==> config.mk <==
export PLATFORM = sky130hd
export DESIGN_NAME = pll_bringup_seq
export DESIGN_NICKNAME = d
export VERILOG_FILES = /design/src/rtl/pll_bringup_seq.sv
export SDC_FILE = /design/constraint.sdc
export NUM_CORES = 1
export LEC_CHECK = 0
export BUFFER_PORTS_ARGS = -buffer_cell sky130_fd_sc_hd__buf_2
export CAP_MARGIN = 20
export CORE_UTILIZATION = 40
export DETAILED_ROUTE_END_ITERATION = 6
export PLACE_DENSITY = 0.67
export SYNTH_ARGS = -nofsm -noshare
export SYNTH_HDL_FRONTEND = slang
export SYNTH_SLANG_ARGS = --single-unit
export TNS_END_PERCENT = 30
==> constraint.sdc <==
create_clock -name sys_clk_i -period 3.3 [get_ports sys_clk_i]
set_input_delay 0.825 -clock sys_clk_i [delete_from_list [all_inputs] [get_ports sys_clk_i]]
set_output_delay 0.825 -clock sys_clk_i [all_outputs]
set_load 0.01 [all_outputs]
==> src/rtl/pll_bringup_seq.sv <==
// PLL bring-up and clock-domain reset sequencer: one FSM per PLL drives the PLL reset,
// waits for a stable synchronised lock, then releases that domain's reset; handles retries and lock loss.

module pll_bringup_ch #(
    parameter int RST_HOLD     = 16,
    parameter int LOCK_TIMEOUT = 4096,
    parameter int LOCK_STABLE  = 256,
    parameter int MAX_RETRY    = 2
) (
    input  logic clk,
    input  logic rst,
    input  logic en,
    input  logic lock_a,
    input  logic pred_ok,
    output logic pll_rstn,
    output logic dom_rstn,
    output logic fail,
    output logic lock_lost,
    output logic run
);
    localparam int MAX_AB  = (RST_HOLD > LOCK_TIMEOUT) ? RST_HOLD : LOCK_TIMEOUT;
    localparam int MAX_CYC = (MAX_AB > LOCK_STABLE) ? MAX_AB : LOCK_STABLE;
    localparam int CNT_W   = $clog2(MAX_CYC) + 1;
    localparam int RTY_W   = (MAX_RETRY > 0) ? $clog2(MAX_RETRY + 1) : 1;

    localparam logic [CNT_W-1:0] HOLD_LAST = CNT_W'(RST_HOLD - 1);
    localparam logic [CNT_W-1:0] TMO_LAST  = CNT_W'(LOCK_TIMEOUT - 1);
    localparam logic [CNT_W-1:0] STB_LAST  = CNT_W'(LOCK_STABLE - 1);
    localparam logic [RTY_W-1:0] RTY_MAX   = RTY_W'(MAX_RETRY);

    typedef enum logic [2:0] {
        S_IDLE, S_RESET, S_WAIT, S_STABLE, S_RUN, S_FAIL
    } state_t;

    state_t           st, nxt;
    logic [CNT_W-1:0] cnt, cnt_nxt;
    logic [RTY_W-1:0] rty, rty_nxt;
    logic [1:0]       lock_sync;
    logic             lock_s;

    always_ff @(posedge clk or posedge rst) begin
        if (rst) lock_sync <= '0;
        else     lock_sync <= {lock_sync[0], lock_a};
    end
    assign lock_s = lock_sync[1];

    always_comb begin
        nxt     = st;
        rty_nxt = rty;
        case (st)
            S_IDLE:   if (pred_ok) nxt = S_RESET;
            S_RESET:  if (cnt == HOLD_LAST) nxt = S_WAIT;
            S_WAIT: begin
                // lock seen in the timeout cycle still counts as a success
                if (lock_s) begin
                    nxt = S_STABLE;
                end else if (cnt == TMO_LAST) begin
                    if (rty < RTY_MAX) begin
                        rty_nxt = rty + RTY_W'(1);
                        nxt     = S_RESET;
                    end else begin
                        nxt = S_FAIL;
                    end
                end
            end
            S_STABLE: begin
                if (!lock_s)              nxt = S_WAIT;
                else if (cnt == STB_LAST) nxt = S_RUN;
            end
            S_RUN: begin
                if (!lock_s) begin
                    nxt     = S_RESET;
                    rty_nxt = '0;
                end
            end
            S_FAIL:   nxt = S_FAIL;
            default:  nxt = S_IDLE;
        endcase
        if (!en) begin
            nxt     = S_IDLE;
            rty_nxt = '0;
        end
    end

    // counter restarts on every state entry and saturates otherwise
    always_comb begin
        if (nxt != st)      cnt_nxt = '0;
        else if (&cnt)      cnt_nxt = cnt;
        else                cnt_nxt = cnt + CNT_W'(1);
    end

    // outputs are registered from the next state so they track the state register exactly
    always_ff @(posedge clk or posedge rst) begin
        if (rst) begin
            st        <= S_IDLE;
            cnt       <= '0;
            rty       <= '0;
            pll_rstn  <= 1'b0;
            dom_rstn  <= 1'b0;
            fail      <= 1'b0;
            lock_lost <= 1'b0;
        end else begin
            st        <= nxt;
            cnt       <= cnt_nxt;
            rty       <= rty_nxt;
            pll_rstn  <= (nxt == S_WAIT) || (nxt == S_STABLE) || (nxt == S_RUN);
            dom_rstn  <= (nxt == S_RUN);
            fail      <= (nxt == S_FAIL);
            lock_lost <= (st == S_RUN) && (nxt == S_RESET);
        end
    end

    assign run = (st == S_RUN);
endmodule

module pll_bringup_seq #(
    parameter int N_PLL        = 3,
    parameter int RST_HOLD     = 16,
    parameter int LOCK_TIMEOUT = 4096,
    parameter int LOCK_STABLE  = 256,
    parameter int MAX_RETRY    = 2,
    parameter int SEQ_MODE     = 0
) (
    input  logic             sys_clk_i,
    input  logic             sys_rst_i,
    input  logic [N_PLL-1:0] pll_en_i,
    input  logic [N_PLL-1:0] pll_lock_i,
    output logic [N_PLL-1:0] pll_rstn_o,
    output logic [N_PLL-1:0] domain_rstn_o,
    output logic [N_PLL-1:0] fail_o,
    output logic [N_PLL-1:0] lock_lost_o,
    output logic             all_ready_o
);
    logic [N_PLL-1:0] pred_ok;
    logic [N_PLL-1:0] run;

    // ordered start-up: a channel may leave IDLE once its predecessor runs or is disabled
    assign pred_ok[0] = 1'b1;
    for (genvar k = 1; k < N_PLL; k++) begin : g_pred
        assign pred_ok[k] = (SEQ_MODE == 0) || !pll_en_i[k-1] || run[k-1];
    end

    pll_bringup_ch #(
        .RST_HOLD     (RST_HOLD),
        .LOCK_TIMEOUT (LOCK_TIMEOUT),
        .LOCK_STABLE  (LOCK_STABLE),
        .MAX_RETRY    (MAX_RETRY)
    ) u_ch [N_PLL-1:0] (
        .clk       (sys_clk_i),
        .rst       (sys_rst_i),
        .en        (pll_en_i),
        .lock_a    (pll_lock_i),
        .pred_ok   (pred_ok),
        .pll_rstn  (pll_rstn_o),
        .dom_rstn  (domain_rstn_o),
        .fail      (fail_o),
        .lock_lost (lock_lost_o),
        .run       (run)
    );

    always_ff @(posedge sys_clk_i or posedge sys_rst_i) begin
        if (sys_rst_i) all_ready_o <= 1'b0;
        else           all_ready_o <= (|pll_en_i) && (&(run | ~pll_en_i));
    end
endmodule

# Word-level counts from Yosys, hierarchy flattened

Cells that the tools add are included.

Register bits after elaboration: 73
Input port bits: 8
Output and inout bits: 13
Word-level logic and storage cells: 168

$add $sub $neg: 6
$lt $le $gt $ge: 3
Eq/ne operators: 60
Mux-type cells: 51
Bitwise operators: 2
Reductions and logical operators: 21

Operators with widths:

| cell                                                                    | number |
|---|---|
| 13-bit 2-to-1 mux                                                       | 6 |
| 3-bit 2-to-1 mux                                                        | 24 |
| 3-bit case mux with 6 select lines                                      | 3 |
| 13-bit by 1-bit adder with 13-bit output, second input constant         | 3 |
| 13-bit by 12-bit == test with 1-bit output, second input constant       | 3 |
| 13-bit by 4-bit == test with 1-bit output, second input constant        | 3 |
| 13-bit by 8-bit == test with 1-bit output, second input constant        | 3 |
| 13-bit AND reduction                                                    | 3 |
| 3-bit by 2-bit == test with 1-bit output, second input constant         | 12 |
| 3-bit == test, second input constant                                    | 12 |
| 2-bit 2-to-1 mux                                                        | 15 |
| 3-bit by 1-bit == test with 1-bit output, second input constant         | 6 |
| 3-bit by 2-bit inequality test with 1-bit output, second input constant | 6 |
| 3-bit inequality test, second input constant                            | 6 |
| 5-bit AND reduction                                                     | 3 |
| 2-bit case mux with 2 select lines                                      | 3 |
| 3-bit logical NOT                                                       | 3 |
| 3-bit by 1-bit inequality test with 1-bit output, second input constant | 3 |
| 3-bit inequality test                                                   | 3 |
| 2-bit by 1-bit adder with 2-bit output, second input constant           | 3 |
| 1-bit logical OR                                                        | 6 |
| 2-bit less-than comparator, second input constant                       | 3 |
| 2-bit by 1-bit inequality test with 1-bit output, second input constant | 3 |
| 1-bit logical AND                                                       | 4 |
| other kinds (4)                                                         | 4 |

# Longest topological paths before layout

Gate-level depths: netlist of the first run.

Word-level depth: 9
Gate-level depth with buffers: 9
Depth with buffers taken out: 7

# By module

Synthesis of the first run repeated with hierarchy kept, for this count alone.

Cells, all modules: 449
Area, all modules: 4393.0 µm²

By module, submodules not included:

| module          | times used | cells each | area an instance (µm²) | sequential area each (µm²) |
|---|---|---|---|---|
| pll_bringup_ch  | 3          | 147        | 1441.4                 | 600.6 |
| pll_bringup_seq | 1          | 8          | 68.8                   | 25.0 |

# Worst setup path after synthesis of the first run

OpenSTA, ideal clock, no wires.

Path kind: register -> register
Start: reg u_ch[0].cnt[9]
End: reg u_ch[0].cnt[4]
Library setup time: 0.119 ns
Data arrival time: 2.125 ns
Data required time: 3.181 ns
Setup slack: 1.056 ns
Cell stages (with the launch flop): 8
Path buffers: 1
Clock period less this slack: 2.244 ns
Path through: dfrtp_1 or4_4 or2_1 or4_1 a21o_1 o211ai_2 buf_6 nor2_1

Longest elaborated chain between the ends: 7
Elaborated cells between the ends (all ways): 14
Classes of those cells: eq/ne: 5; mux: 8; reduce/logical: 1

RTL lines:

| what                                                                                                           | RTL line | text |
|---|---|---|
| start: declaration                                                                                             | 36       | `logic [CNT_W-1:0] cnt, cnt_nxt;` |
| start signal: assignment                                                                                       | 104      | `cnt <= cnt_nxt;` |
| 13-bit by 8-bit == test with 1-bit output / 13-bit by 12-bit == test with 1-bit output (equally long branches) | 68, 57   |  |
| 3-bit 2-to-1 mux, on equally long branches                                                                     | 68, 57   |  |
| 3-bit 2-to-1 mux, on equally long branches                                                                     | 67, 55   |  |
| 3-bit case mux with 6 select lines                                                                             | 50       | `case (st)` |
| 3-bit 2-to-1 mux                                                                                               | 79       | `if (!en) begin` |
| 3-bit inequality test                                                                                          | 87       | `if (nxt != st) cnt_nxt = '0;` |
| 2-bit by 1-bit inequality test with 1-bit output (no source line) / 13-bit 2-to-1 mux (equally long branches)  | --       |  |

Parallel ways exist; a longest one is shown, timed or not.
A chain may end at the register's enable or synchronous reset.

# Worst setup path after layout of the first run

Start: reg u_ch[0].cnt[0]
End: reg u_ch[0].cnt[2]

The elaborated chain is that of the path after synthesis.

==> key figures, run 1 <==
Synthesis
  – Commonest cells in the netlist: dfrtp_1 (73), nor2_1 (69), nand2_1 (42)
  – Yosys reg bits: 73
  – Post-Synth Adder-Cell Area: 0.00937
  – Compound-Gate Fraction of Synth Area: 0.120
  – Synth Area in Simple Gates: 0.286
  – Mapped Nets: 462
  – Top-area cell type share of the netlist area: 0.456
  – Proportion of synthesized area in mux cells: 0.00500
  – Mapped Cells: 451
  – Synth area leaders: dfrtp_1 (46%), nor2_1 (6.5%), xor2_1 (5.0%)
  – Synth cell types: 55
  – Main combinational cell family by area after synthesis: simple AND/OR/NAND/NOR gates
  – Count leader, synth: dfrtp_1
  – Async set-reset flop share out of synthesis: 1.00
  – Top_reg_cell synth: dfrtp_1
  – Yosys top cell by area: dfrtp_1
  – Number of enable flip-flop cells after synthesis: 0
  – Syn_area_per_cell: 8.88 sq um
  – Seq/Total Area, Yosys: 0.456
  – Xor/xnor share of the synthesized area: 0.0612
  – Yosys warning count: 0
  – Mapped Area: 0.00401 sq mm

STA
  – Min Tclk post-route: 2.50 ns
  – Pins Over Slew Limit: 0
  – Maximum clock rate: 0.400 GHz
  – Final hold vios: 0
  – Tightest Pin Transition: 0.703 ns
  – Final period util: 0.758
  – Final worst slack: 0.799 ns
  – Setup violators final: 0
  – Final setup TNS: 0 ns
  – Fin Clk Skew: 0.00798 ns
  – RSZ-0062 raised after global routing: no
  – Slew headroom: 0.527

Global route
  – Largest net degree at the start of global routing: 51
  – GRT Overall Usage: 0.164
  – Initial antenna violation count: 0
  – Vias in the first global route: 2965
  – Gr ovfl total: 0
  – Global-route wire length before repair: 13500 microns

Die
  – Die height: 102 microns
  – Die W: 102 microns
  – I/O pin count: 21
  – Initial Util: 0.412
  – Total core area: 0.00973 sq mm
  – Row count: 36
  – Die area: 0.0104 sq mm

Flow run
  – # Max-Cap Violations: 0

Setup path
  – Type of the worst setup path: register to register
  – Critical path cell sequence: ha_1, nand4b_1, nor4_2, o21bai_1, a32o_1, o211ai_2, nor3_1
  – Slowest stage delay, CP: 0.49 ns
  – Cell family with most CP delay: compound AO/OA/AOI/OAI gates
  – Slowest stage cell, crit path: nor4_2
  – Worst R2R Start: u_ch[0].cnt[0]
  – Buf/Inv on CP: 0
  – Worst path required time: 3.51 ns
  – Critical Path Source: u_ch[0].cnt[0]
  – Arr. time, crit path: 2.71 ns
  – Critical path startpoint category: register
  – CP endpoint kind: register
  – Maximum fanout along the worst path: 13

Min path
  – Hold wc startpoint: u_ch[1].lock_sync[0]
  – Hold crit path type: register to register

Placed design
  – Detailed Place HPWL: 5530 microns
  – Port Buffers: 20
  – GP Congestion: 0.889
  – Dpl ws: 0.771 ns
  – Dpl cell area: 0.00411 sq mm

Drt
  – Final ANT Viol Nets: 0
  – WL final: 7710 microns
  – Vias: 3154
  – Post-DR wirelength/cell: 13.1 microns
  – Drt drc: 0
  – Vias per cell: 5.35
  – DR pass1 iterations: 4
  – Initial DRC count: 199

Clock network
  – Post-CTS setup buffer count: 0
  – CTS clk-pin slew, worst paths: 0.08 ns
  – Clock latency on the worst-skew pair: 0.35 ns
  – Total CTS buffers: 9
  – CTS tree: built
  – H-Tree Level Count: 3
  – Post-cts hold buffer count: 0
  – Root buf cell: clkbuf_8
  – Num Clock Sinks: 73
  – Post-cts gate resize count: 0
  – Longest Clk Path Bufs: 2

Power and ir drop
  – PwrDens: 422 mW/mm^2
  – Max VDD drop: 0.192 mV
  – Lkg Pwr: 1.91 nW
  – Design Power: 1.82 mW

Final layout
  – Area grow syn2layout: 7.68%
  – Fin nets: 462
  – Fill cell count: 954
  – Multi-input logic area: 0.00193 sq mm
  – Final instance area: 0.00431 sq mm
  – # diodes: 0
  – Layout cell share with drive strength beyond 1: 0.112
  – Register area: 0.00183 sq mm

Run status
  – Status: completed
[power breakdown]
part | internal [mW] | switching [mW] | leakage (nW) | total (mW)
Sequential | 0.920 | 0.0351 | 0.990 | 0.955
Combinational | 0.0395 | 0.0712 | 0.808 | 0.111
Clock | 0.419 | 0.335 | 0.113 | 0.754
Total | 1.38 | 0.441 | 1.91 | 1.82
[per-layer routing]
layer  global-route usage  wire length (microns)  up-vias
met2                0.249                   3490       59
met1                0.227                   3800     1493
li1                     -                      -     1590
met3               0.0280                    262       12
met4               0.0824                    155        0
met5                    0                      0        -
[area by class of cell]
| class | instances | area share |
|---|---|---|
| clock buffer | 9 | 0.0287 |
| sequential | 73 | 0.423 |
| inverter | 14 | 0.0122 |
| multi-input combinational | 331 | 0.448 |
| timing repair buffer | 22 | 0.0296 |
| tap | 133 | 0.0386 |
| clock inverter | 7 | 0.0197 |
[layout by cell type, fill, tap and decap left out, types with 3 or more instances in the layout]
cell type	instances
nand4_1	17
xnor2_1	5
nor4_1	9
buf_2	20
nand2_1	42
o21bai_1	3
o21ai_0	15
nor2_1	69
inv_1	13
a211oi_1	4
clkbuf_8	9
and3_1	5
clkinv_2	5
nand3_1	21
a31oi_1	10
nand4b_1	4
or2_2	3
nor3b_1	4
dfrtp_1	73
and2_1	5
a41oi_1	4
and4_1	7
xor2_1	23
nand2b_1	4
a21oi_1	19
ha_1	3
nor3_1	15
nor2b_1	5
[registers in the layout, summed over array words and instances (netlist names)]
| signal | flops |
|---|---|
| u_ch.lock_lost | 3 |
| u_ch.pll_rstn | 3 |
| u_ch.lock_sync | 6 |
| u_ch.dom_rstn | 3 |
| u_ch.rty | 6 |
| all_ready_o | 1 |
| u_ch.fail | 3 |
| u_ch.cnt | 39 |
| u_ch.st | 9 |
[stage by stage]
step	hold slack (ns)	utilization	std cells
floorplan	0.331	-	451
global placement	0.333	0.422	573
detailed placement	0.337	0.422	573
CTS	0.355	0.443	589
global route	0.361	0.443	589
finish	0.351	0.443	589
[cell families (layout without fill, tap and decap cells)]
| kind of cell | after synthesis | in the layout |
|---|---|---|
| AND/OR/NAND/NOR | 224 | 224 |
| AO/OA/AOI/OAI | 74 | 74 |
| flip-flops | 73 | 73 |
| buffers and inverters | 47 | 52 |
| XOR/XNOR | 28 | 28 |
| adder cells (fa/ha/maj) | 3 | 3 |
| multiplexers | 2 | 2 |
[path summary, 6_finish.rpt]
path / end / slack (ns) / cells after the start
max reg2reg: u_ch[0].cnt[2] / 0.80 / 7
min in group asynchronous: u_ch[2].rty[1] / 0.50 / 2
max in group asynchronous: u_ch[2].cnt[4] / 2.17 / 3
min reg2reg: u_ch[1].lock_sync[1] / 0.35 / 0
min: u_ch[1].lock_sync[1] / 0.35 / 0
max: u_ch[0].cnt[2] / 0.80 / 7
[worst reg2reg max path: cells and delay by family, from the launching register on]
family          cells  cell delay (ns)
compound gates      3             0.89
fa+ha+maj           1             0.22
flops               1             0.40
simple gates        3             0.84
Note: power is estimated with default switching activity, not from simulation.
==> run 2: changes to the inputs <==
--- a/config.mk
+++ b/config.mk
@@ -9,7 +9,7 @@
 export CAP_MARGIN = 20
 export CORE_UTILIZATION = 40
 export DETAILED_ROUTE_END_ITERATION = 6
-export PLACE_DENSITY = 0.67
+export PLACE_DENSITY = 0.69
 export SYNTH_ARGS = -nofsm -noshare
 export SYNTH_HDL_FRONTEND = slang
 export SYNTH_SLANG_ARGS = --single-unit
==> constraint.sdc (replaced) <==
create_clock -name sys_clk_i -period 2.3 [get_ports sys_clk_i]
set_input_delay 0.575 -clock sys_clk_i [delete_from_list [all_inputs] [get_ports sys_clk_i]]
set_output_delay 0.575 -clock sys_clk_i [all_outputs]
set_load 0.01 [all_outputs]
==> run 2 against run 1 <==
Compared with the run above:
- die area unchanged
- clock-buffer cell count rose by 1
- worst hold slack got worse by 0.074 ns
- critical path type unchanged
- largest power group unchanged
==> key figures, run 2 (same netlist as run 1, synthesis figures left out) <==
Drt
  – Met1 wire length: 3840 microns
  – Vias: 3297
  – Vias per cell: 5.41
  – Met2 wire length: 4250 microns
  – DR WL met3: 244 microns
  – DR pass1 iterations: 4
  – Initial DRC count: 158
  – WL final: 8480 microns
  – Drt drc: 0
  – Post-DR wirelength/cell: 13.9 microns
  – Final ANT Viol Nets: 0
  – Top routing layer in use: met4

Final layout
  – Area grow syn2layout: 12.8%
  – Max reg flops: 39
  – Layout cell share with drive strength beyond 1: 0.166
  – Final instance area: 0.00452 sq mm
  – Final cell count without fillers: 609
  – Fill cell count: 959
  – Commonest cells after routing, fill and taps aside: dfrtp_1 (73), nor2_1 (69), nand2_1 (42), xor2_1 (23), nand3_1 (21)
  – Top reg by flops: u_ch.cnt
  – Fin nets: 482
  – # diodes: 0
  – Most common cell after layout, fill and taps aside: dfrtp_1
  – Largest regs: u_ch.cnt: 39 flops, u_ch.st: 9 flops

Global route
  – Global-route wire length before repair: 14500 microns
  – Vias in the first global route: 3195
  – Gr ovfl total: 0
  – GRT Overall Usage: 0.178
  – Initial antenna violation count: 0
  – Largest net degree at the start of global routing: 29

Setup path
  – CP endpoint kind: register
  – R2R cell count: 6
  – Arr. time, crit path: 2.45 ns
  – Worst path required time: 2.52 ns
  – Worst R2R Start: u_ch[0].cnt[9]
  – RR Endpoint: u_ch[0].cnt[3]
  – Maximum fanout along the worst path: 7
  – Flop-to-flop setup slack: 0.08 ns
  – Critical path startpoint category: register
  – Type of the worst setup path: register to register

Flow run
  – # Max-Cap Violations: 0

STA
  – Tightest Pin Transition: 0.569 ns
  – Pins Over Slew Limit: 0
  – Fin Clk Skew: 0.0123 ns
  – Final setup TNS: 0 ns
  – Min Tclk post-route: 2.22 ns
  – Slew headroom: 0.620
  – Final period util: 0.966
  – Hold WS: 0.277 ns
  – Final worst slack: 0.0775 ns
  – Setup violators final: 0
  – RSZ-0062 raised after global routing: no
  – Maximum clock rate: 0.450 GHz
  – Final hold vios: 0

Placed design
  – Post-Place Cells: 592
  – Port Buffers: 20
  – Dpl ws: -0.0867 ns
  – GP Congestion: 0.938
  – Dpl cell area: 0.00426 sq mm
  – Detailed Place HPWL: 5960 microns

Clock network
  – Clock latency on the worst-skew pair: 0.35 ns
  – H-Tree Level Count: 3
  – Longest Clk Path Bufs: 2
  – Post-CTS setup buffer count: 0
  – Root buf cell: clkbuf_8
  – Post-cts hold buffer count: 0
  – CTS clk-pin slew, worst paths: 0.08 ns
  – Num Clock Sinks: 73
  – CTS tree: built
  – Total CTS buffers: 9

Die
  – Total core area: 0.00973 sq mm
  – I/O pin count: 21
  – Initial Util: 0.412
  – Die height: 102 microns
  – Die W: 102 microns
  – Die area: 0.0104 sq mm
  – Row count: 36

Power and ir drop
  – Lkg Pwr: 1.98 nW
  – Max VDD drop: 0.265 mV
  – PwrDens: 541 mW/mm^2

Run status
  – Status: completed

Min path
  – Hold crit path type: primary input to async pin
==> run 2: cell types whose count changed in the layout (fill, tap and decap cells not counted), moves of 2 or more <==
cell,delta
bufinv_16,-2
o211ai_4,+2
buf_4,+18
clkinvlp_4,+5
nor3_1,-2
nor3_2,+2
clkinv_2,-4
==> run 2: stage by stage <==
step	util	total power, mW
2_1_floorplan	-	1.51
3_3_place_gp	0.438	1.56
3_5_place_dp	0.438	1.57
4_1_cts	0.459	2.47
5_1_grt	0.464	2.57
6_report	0.464	2.44
==> run 2: where the power goes <==
| group | switching [mW] | internal, mW |
|---|---|---|
| clock network | 0.498 | 0.393 |
| registers | 0.0487 | 1.32 |
| logic | 0.114 | 0.0697 |
| total | 0.661 | 1.78 |
==> run 2: repair_timing <==
action | 4_1_cts | 5_1_grt
pin swaps | 1 | 7
setup endpoints to repair | 13 | 26
gates resized for setup | 2 | 10
cloned | 1 | 0
==> run 2: worst max path at each step <==
stage / startpoint / to / slack (ns) / cells after the start
final: u_ch[0].cnt[9] / u_ch[0].cnt[3] / 0.08 / 6
after CTS: u_ch[0].cnt[9] / u_ch[0].cnt[3] / 0.01 / 6
after detailed placement: u_ch[0].cnt[9] / u_ch[0].cnt[3] / -0.09 / 6
after global routing: u_ch[0].cnt[0] / u_ch[0].cnt[11] / 0.003 / 8
after floorplan: u_ch[0].cnt[9] / u_ch[0].cnt[8] / 0.06 / 7
after global placement: u_ch[0].cnt[9] / u_ch[0].cnt[2] / 0.02 / 6
==> run 2: layout make-up <==
| type | instances | area [sq um] | area share |
|---|---|---|---|
| Inverter | 14 | 56.3 | 0.0125 |
| Clock inverter | 6 | 43.8 | 0.00969 |
| Clock buffer | 10 | 128 | 0.0282 |
| Timing Repair Buffer | 41 | 283 | 0.0626 |
| Tap cell | 133 | 166 | 0.0368 |
| Multi-Input combinational cell | 332 | 2010 | 0.446 |
| Sequential cell | 73 | 1830 | 0.404 |
==> run 2: worst max-delay path, stage by stage (launching register included) <==
cell and delay, ns:
dfrtp_1 0.39, or4_4 0.55, or2_4 0.26, or4_4 0.42, a21o_4 0.24, o211ai_4 0.15, nor3_2 0.09
==> run 2: per-layer routing <==
metal	vias to the layer above	track usage
met1	1604	0.220
met3	14	0.0349
met4	0	0.0780
met5	-	0
li1	1625	-
met2	54	0.303
